**config.mk**
```make
export PLATFORM = sky130hd
export DESIGN_NAME = hbus_clk_gen
export DESIGN_NICKNAME = d
export VERILOG_FILES = /design/src/rtl/hbus_clk_gen_pkg.sv /design/src/rtl/hbus_clk_gen_half_timer.sv /design/src/rtl/hbus_clk_gen.sv
export SDC_FILE = /design/constraint.sdc
export NUM_CORES = 1
export LEC_CHECK = 0
export CORE_UTILIZATION = 57
export DETAILED_ROUTE_END_ITERATION = 6
export GPL_ROUTABILITY_DRIVEN = 0
export GPL_TIMING_DRIVEN = 0
export PLACE_DENSITY = 0.85
export RECOVER_POWER = 25
export SLEW_MARGIN = 20
export SYNTH_ARGS = -nofsm -noshare
export SYNTH_HDL_FRONTEND = slang
export SYNTH_SLANG_ARGS = --single-unit
```
**constraint.sdc**
```tcl
create_clock -name clk -period 3.26 [get_ports clk]
set_clock_uncertainty 0.05 [all_clocks]
set_input_delay 0.652 -clock clk [delete_from_list [all_inputs] [get_ports clk]]
set_output_delay 0.652 -clock clk [all_outputs]
set_load 0.01 [all_outputs]
```
**src/rtl/hbus_clk_gen_pkg.sv**
```systemverilog
// Shared constants and types for the HyperBus clock generator.
package hbus_clk_gen_pkg;

  localparam int unsigned HBUS_DIV_W_DEF = 4;
  localparam int unsigned HBUS_CNT_W_DEF = 16;
  localparam int unsigned HBUS_PH_W_DEF  = 3;

  typedef enum logic [1:0] {
    ST_IDLE = 2'd0,
    ST_LEAD = 2'd1,
    ST_HIGH = 2'd2,
    ST_LOW  = 2'd3
  } hbus_state_t;

  function automatic int unsigned max_w(input int unsigned a, input int unsigned b);
    return (a > b) ? a : b;
  endfunction

endpackage

```
**src/rtl/hbus_clk_gen_half_timer.sv**
```systemverilog
// Loadable down-counter with zero flag; times both the lead delay and each half-period.
module hbus_half_timer #(
  parameter int unsigned W = 4
) (
  input  logic         clk,
  input  logic         rst,
  input  logic         load,
  input  logic [W-1:0] load_val,
  output logic         zero
);

  logic [W-1:0] cnt;

  // Load wins; otherwise count down and hold at zero.
  always_ff @(posedge clk) begin
    if (rst) begin
      cnt <= '0;
    end else if (load) begin
      cnt <= load_val;
    end else if (cnt != '0) begin
      cnt <= cnt - W'(1);
    end
  end

  assign zero = (cnt == '0);

endmodule

```
**src/rtl/hbus_clk_gen.sv**
```systemverilog
// HyperBus ram_clk burst generator: programmable length, half-period and lead phase.
module hbus_clk_gen
  import hbus_clk_gen_pkg::*;
#(
  parameter int unsigned DIV_W = HBUS_DIV_W_DEF,
  parameter int unsigned CNT_W = HBUS_CNT_W_DEF,
  parameter int unsigned PH_W  = HBUS_PH_W_DEF
) (
  input  logic             clk,
  input  logic             rst,
  input  logic             start,
  input  logic [CNT_W-1:0] len,
  input  logic [DIV_W-1:0] half_div,
  input  logic [PH_W-1:0]  phase,
  input  logic             stop,
  output logic             ram_clk,
  output logic             rise_stb,
  output logic             fall_stb,
  output logic             busy,
  output logic             done
);

  localparam int unsigned TMR_W = max_w(DIV_W, PH_W);

  hbus_state_t      state;
  logic [CNT_W-1:0] per_cnt;
  logic [DIV_W-1:0] half_div_r;
  logic             stop_pend;
  logic             tmr_load;
  logic [TMR_W-1:0] tmr_val;
  logic             tmr_zero;
  logic             last_per;

  hbus_half_timer #(.W(TMR_W)) u_timer (
    .clk      (clk),
    .rst      (rst),
    .load     (tmr_load),
    .load_val (tmr_val),
    .zero     (tmr_zero)
  );

  // Burst ends at this LOW boundary if the count is exhausted or a stop is pending.
  assign last_per = (per_cnt == CNT_W'(1)) || stop_pend || stop;

  // Timer reload: on accepted start, then at every expiry while active. Reloading
  // on the expiry that returns to IDLE is harmless since the next start reloads.
  always_comb begin
    tmr_load = 1'b0;
    tmr_val  = TMR_W'(half_div_r);
    if (state == ST_IDLE) begin
      if (start && (len != '0)) begin
        tmr_load = 1'b1;
        tmr_val  = (phase == '0) ? TMR_W'(half_div) : TMR_W'(phase - PH_W'(1));
      end
    end else if (tmr_zero) begin
      tmr_load = 1'b1;
    end
  end

  // Burst FSM with registered clock, strobes, busy and done.
  always_ff @(posedge clk) begin
    if (rst) begin
      state      <= ST_IDLE;
      per_cnt    <= '0;
      half_div_r <= '0;
      stop_pend  <= 1'b0;
      ram_clk    <= 1'b0;
      rise_stb   <= 1'b0;
      fall_stb   <= 1'b0;
      busy       <= 1'b0;
      done       <= 1'b0;
    end else begin
      rise_stb <= 1'b0;
      fall_stb <= 1'b0;
      done     <= 1'b0;
      unique case (state)
        ST_IDLE: begin
          if (start) begin
            half_div_r <= half_div;
            per_cnt    <= len;
            stop_pend  <= 1'b0;
            if (len == '0) begin
              done <= 1'b1;
            end else if (phase == '0) begin
              state    <= ST_HIGH;
              ram_clk  <= 1'b1;
              rise_stb <= 1'b1;
              busy     <= 1'b1;
            end else begin
              state <= ST_LEAD;
              busy  <= 1'b1;
            end
          end
        end
        ST_LEAD: begin
          if (stop) begin
            state <= ST_IDLE;
            busy  <= 1'b0;
            done  <= 1'b1;
          end else if (tmr_zero) begin
            state    <= ST_HIGH;
            ram_clk  <= 1'b1;
            rise_stb <= 1'b1;
          end
        end
        ST_HIGH: begin
          if (stop) stop_pend <= 1'b1;
          if (tmr_zero) begin
            state    <= ST_LOW;
            ram_clk  <= 1'b0;
            fall_stb <= 1'b1;
          end
        end
        ST_LOW: begin
          if (stop) stop_pend <= 1'b1;
          if (tmr_zero) begin
            if (last_per) begin
              state     <= ST_IDLE;
              per_cnt   <= '0;
              stop_pend <= 1'b0;
              busy      <= 1'b0;
              done      <= 1'b1;
            end else begin
              state    <= ST_HIGH;
              per_cnt  <= per_cnt - CNT_W'(1);
              ram_clk  <= 1'b1;
              rise_stb <= 1'b1;
            end
          end
        end
        default: state <= ST_IDLE;
      endcase
    end
  end

endmodule

```
Word-level counts from Yosys, hierarchy flattened

Cells that the tools add are included.

Output and inout port bits: 5
Logic and storage cells: 103
Register bits after elaboration: 32
Input port bits: 27

Bitwise operators: 1
Add/subtract/negate cells: 3
Equal/unequal tests: 15
Muxes and demuxes: 54
Reductions and logical operators: 20

Operator list:

| kind                                                 | count |
|---|---|
| 2-to-1 mux 16 bit                                    | 3 |
| case mux 16 bit (2 select lines)                     | 1 |
| 2-to-1 mux 1 bit                                     | 31 |
| 2-to-1 mux 4 bit                                     | 5 |
| != test 2 bit, second input constant                 | 9 |
| equality test 16 x 1 -> 1 bit, second input constant | 1 |
| logical NOT 16 bit                                   | 1 |
| 2-to-1 mux 2 bit                                     | 8 |
| nonzero test 16 bit                                  | 1 |
| subtractor 16 x 1 -> 16 bit, second input constant   | 1 |
| case mux 1 bit (3 select lines)                      | 4 |
| case mux 2 bit (4 select lines)                      | 1 |
| AND reduction 8 bit                                  | 1 |
| AND reduction 6 bit                                  | 1 |
| nonzero test 3 bit                                   | 2 |
| AND reduction 5 bit                                  | 1 |
| equality test 2 bit, second input constant           | 2 |
| logical NOT 4 bit                                    | 1 |
| case mux 1 bit (4 select lines)                      | 1 |
| AND reduction 2 bit                                  | 2 |
| nonzero test 2 bit                                   | 2 |
| nonzero test 4 bit                                   | 1 |
| subtractor 3 x 1 -> 4 bit, second input constant     | 1 |
| subtractor 4 x 1 -> 4 bit, second input constant     | 1 |
| other kinds (10)                                     | 11 |

Depth between registers and ports, before layout

Depth in word-level cells: 6
Mapped depth: 9
Mapped depth without buffers: 7

Cells and area by module

A second synthesis with hierarchy kept.

Cells, all modules: 252
Area total of the unflattened synthesis: 2019.4 um^2

By module, submodules not included:

| module          | cells an instance | sequential area each (um^2) | area an instance (um^2) | instances |
|---|---|---|---|---|
| hbus_clk_gen    | 228               | 560.5                       | 1790.5                  | 1 |
| hbus_half_timer | 24                | 80.1                        | 229.0                   | 1 |

Least setup slack after synthesis

OpenSTA, ideal clock, no wires.

Path kind: input to register
From: in start
To: reg per_cnt[8]
Required time: 3118 ps
Setup slack: 1474 ps
Setup time: 92 ps
Cell stages on the path: 6
Arrival: 1644 ps
Path through: nor3b_2 -> a31oi_1 -> buf_2 -> buf_2 -> a21oi_1 -> o32ai_1

Word-level cells in the longest chain between the ends: 2

RTL lines:

| element                              | RTL line            | source |
|---|---|---|
| start, declared                      | hbus_clk_gen.sv:11  | `input logic start,` |
| != test 2 bit (no source line)       | n/a                 |  |
| AND reduction 3 bit (no source line) | n/a                 |  |
| end signal, assigned                 | hbus_clk_gen.sv:80  | `per_cnt <= len;` |
| end signal, assigned                 | hbus_clk_gen.sv:125 | `per_cnt <= per_cnt - CNT_W'(1);` |
| end, declared                        | hbus_clk_gen.sv:26  | `logic [CNT_W-1:0] per_cnt;` |

Every way passes these cells.
A chain may end at the register's enable or synchronous reset.

Final worst setup path

Ends and elaborated chain as after synthesis.

==> summary by stage <==
Outcome
The flow ran to the end, and the final reports show no timing, DRC or antenna violations.

Power
The leakage component of the power is 0.8906 nW. For this design the ratio of total power to cell area is about 750 mW/mm². After layout, the design draws a total of 1.795 mW. The worst ir drop on vdd is 0.5006 mV.

Timing
Setup repair after global routing left no endpoint under its margin. Across all hold checks on the routed design, the worst slack comes to 414.6 ps. The slew at the pin closest to its max-slew limit is 603.6 ps.

The number of pins exceeding their max-slew limit in the final report was 0. The worst pin sits at a relative slew slack of 59.76%. After routing, the total negative slack on setup checks comes to 0 ps.

The final-report hold violation count is 0. The post-layout minimum cycle time is 2384 ps. For this run, the top clock speed supported by timing is 419.4 MHz. The final cycle utilization of the critical path is 73.13%. The setup slack after layout is 875.9 ps.

Setup violations remaining at the end of the flow were counted as 0.

Global route
Entering global routing, the biggest net connects 11 pins. For this run the aggregate overflow at the end of global routing stands at 0. The first global-routing pass estimated 8728 µm of wire. The initial antenna violation count is 0. Global routing used 32.46% of the available tracks. The via count of the first global-routing pass is ~1900.

Clock network
Buffers added to address setup during post-CTS repair amount to 0. The number of instances resized during post-cts repair is 0. The clock reaches the later pin of the worst-skew pair after 340 ps. The number of H-tree levels is 2. The tree built by TritonCTS fans out to 32 sinks.

After clock tree synthesis, the clock-pin slew on the worst setup and hold paths is 100 ps. CTS placed an instance of sky130_fd_sc_hd__clkbuf_4 at the clock tree root. No sink is reached through more buffers than the 2 on the longest clock path. The CTS buffer count is 5. TritonCTS built the clock tree. In this run, post-CTS hold repair placed 0 buffers.

Detailed routing
The number of vias per cell is 6.497. The post-detailed-route wirelength per cell is roughly 16 µm. The total length of routed wires is 5372 µm. The pre-antenna-repair detailed-routing pass consisted of 4 iterations. The overall via count from detail_route is 2196. The number of remaining DRC errors is 0. The iteration-0 DRC count of the detailed router is 204.

The remaining antenna violation count is 0.

Setup path
Among all stages on the critical path, the largest delay is contributed by sky130_fd_sc_hd__dlygate4sd3_1. The signal on the critical path passes through dlygate4sd3_1 -> nor3b_1 -> a31oi_1 -> buf_2 -> buf_2 -> a21oi_1 -> o32ai_1. STA classifies the critical path startpoint as an input port. The critical path contains buffers and inverters numbering 3 combined. Of all nets on the critical path, the largest fanout is 10.

Tracing the worst setup path back leads to its startpoint at start. The capture point of the worst reg-to-reg path is per_cnt[10]. The family of cells with the greatest summed delay on the critical path is buffers and inverters. The endpoint type of the worst setup path is a flop. For the worst setup path, the data required time is 3460 ps. The slack of the worst reg-to-reg path is 1080 ps. The startpoint-to-endpoint class of the critical path is in -> reg. At the worst endpoint, the arrival time is 2580 ps.

The most numerous cell type found on the critical path is sky130_fd_sc_hd__buf_2. In this run the critical register-to-register path is launched from per_cnt[1]. For the worst flop-to-flop path, the logic depth is 9.

The delay of the slowest cell on the worst path is roughly 600 ps.

Logic synthesis
In this run, synthesis produced a sequential element count of 32. The share of the yosys chip area belonging to registers is 32.61%. In this run, synthesis inferred 0 flip-flops with an integrated enable.

The netlist uses 45 different library cells. Synthesis handed over a netlist of 256 instances. During synthesis, Yosys emitted a total of 0 warnings. The synthesized design devotes to its leading area cell type 32.61% of total area. Sorting the synthesized cells by area gives the leading types as sky130_fd_sc_hd__dfxtp_1 33%, sky130_fd_sc_hd__a21oi_1 7.4%, sky130_fd_sc_hd__nand2_1 4.8%, sky130_fd_sc_hd__o32ai_1 4.0%, sky130_fd_sc_hd__nor2_1 3.8%. The net count after synthesis is 288. For this run, the leading register cell type out of synthesis is sky130_fd_sc_hd__dfxtp_1.

After synthesis, the share of flip-flops with an asynchronous set or reset is 0%. After synthesis, the mean cell area works out to 7.673 µm². The mapped netlist covers 0.001964 mm². The biggest area contributor in the post-synthesis netlist is sky130_fd_sc_hd__dfxtp_1.

Layout
The total inserted antenna cells is 0. The top cell types in the final layout, fill and taps aside, are 32 x sky130_fd_sc_hd__dfxtp_1, 29 x sky130_fd_sc_hd__a21oi_1, 26 x sky130_fd_sc_hd__clkdlybuf4s50_1. From synthesis to final layout, the design area changed by 21.66%. At the end of the flow, the number of nets in the layout was 325.

In the final layout, the share of cells above drive strength 1 is 7.823%. The finished layout holds 338 standard cells, fillers aside. Leaving out fill and tap cells, the most frequent cell in the layout is sky130_fd_sc_hd__dfxtp_1. Counting the fill cells in the layout gives approximately 260.

Floorplanning
The die covers 0.003685 mm². For this design the top-level I/O count stands at 32. The die boundary height is a little over 60 µm. The effective utilization at floorplan is between 60% and 70%. In this run the standard cell core region covers about 0.0032 mm². The floorplan has 20 rows. The die is 60.71 µm wide.

Place
The post-place setup slack is 682.0 ps. The post-detailed-placement half-perimeter wirelength is 3875 µm. In this run, placement finished with an instance count of 330. The number of port buffers is 30.

Hold path
The worst hold path begins at half_div_r[3]. For hold timing, the worst endpoint is half_div_r[3]. The worst hold path was traced through 2 stages. The kind of path behind the tightest hold check is reg -> reg.

Flow run
The number of max-capacitance violations reported is 0.
## stage by stage
step                      utilization, %  area [µm²]
after detailed placement           73.57        2320
after global placement             73.57        2320
after floorplan                        -        1964
final                              75.79        2390
after CTS                          75.99        2396
after global routing               75.79        2390
## synth_stat cells, types with 3 or more instances
| master | n |
|---|---|
| sky130_fd_sc_hd__a211oi_1 | 4 |
| sky130_fd_sc_hd__a21oi_1 | 29 |
| sky130_fd_sc_hd__a221oi_1 | 4 |
| sky130_fd_sc_hd__a22oi_1 | 8 |
| sky130_fd_sc_hd__a31oi_1 | 3 |
| sky130_fd_sc_hd__a32oi_1 | 3 |
| sky130_fd_sc_hd__buf_2 | 6 |
| sky130_fd_sc_hd__clkbuf_1 | 6 |
| sky130_fd_sc_hd__dfxtp_1 | 32 |
| sky130_fd_sc_hd__ha_1 | 5 |
| sky130_fd_sc_hd__inv_1 | 19 |
| sky130_fd_sc_hd__nand2_1 | 25 |
| sky130_fd_sc_hd__nand3_1 | 10 |
| sky130_fd_sc_hd__nand4_1 | 4 |
| sky130_fd_sc_hd__nor2_1 | 20 |
| sky130_fd_sc_hd__nor3_1 | 10 |
| sky130_fd_sc_hd__nor4_1 | 7 |
| sky130_fd_sc_hd__o21ai_0 | 6 |
| sky130_fd_sc_hd__o32ai_1 | 9 |
| sky130_fd_sc_hd__or2_2 | 3 |
| sky130_fd_sc_hd__or3_1 | 6 |
## report_power, final
group | switching, mW | leakage, nW | total [mW] | internal [mW]
Clock | 0.144 | 0.0422 | 0.304 | 0.161
Combinational | 0.537 | 0.585 | 0.908 | 0.371
Sequential | 0.0939 | 0.263 | 0.583 | 0.489
Total | 0.775 | 0.891 | 1.80 | 1.02
## area by class of cell
class | instances | area [µm²] | share of cell area (%)
plain buffers | 16 | 81.33 | 3.403
clock buffers | 6 | 41.29 | 1.728
clock inverters | 2 | 35.03 | 1.466
inverters | 19 | 71.32 | 2.984
multi-input cells | 189 | 1165 | 48.74
flip-flops and latches | 32 | 640.6 | 26.81
well taps | 44 | 55.05 | 2.304
repair buffers | 30 | 300.3 | 12.57
## cells by family (layout without fill, tap and decap cells)
logic type,after synthesis,after routing,synth area share [%]
buf+inv,35,73,7.835
fa+ha+maj,5,5,3.185
simple gates,102,102,28.09
compound gates,82,82,28.28
flops,32,32,32.61
## worst max-delay path by stage
stage,slack (ps),cells past startpoint,endpoint
2_1_floorplan,1470,6,per_cnt[8]
6_report,880,7,per_cnt[8]
3_3_place_gp,700,6,u_timer.cnt[3]
4_1_cts,1030,7,per_cnt[9]
5_1_grt,780,7,per_cnt[8]
3_5_place_dp,680,7,per_cnt[9]
## routing by layer
metal	share of wire (%)	vias to the layer above	track usage, %
li1	-	1037	-
met1	44	1025	44.05
met5	0	-	0
met4	2.4	0	12.66
met2	45	116	48.67
met3	8.6	18	9.382
## state kept, by name, indices dropped and copies added, names as in the netlist
signal and count:
busy 1, done 1, fall_stb 1, half_div_r 4, per_cnt 16, ram_clk 1
rise_stb 1, state 2, stop_pend 1, u_timer.cnt 4
## worst min-delay path, delay by kind of cell (launching register included)
kind             cells  cell delay, ps
AO/OA/AOI/OAI        1              50
AND/OR/NAND/NOR      1              50
flip-flops           1             320
(Power assumes the default switching activity.)
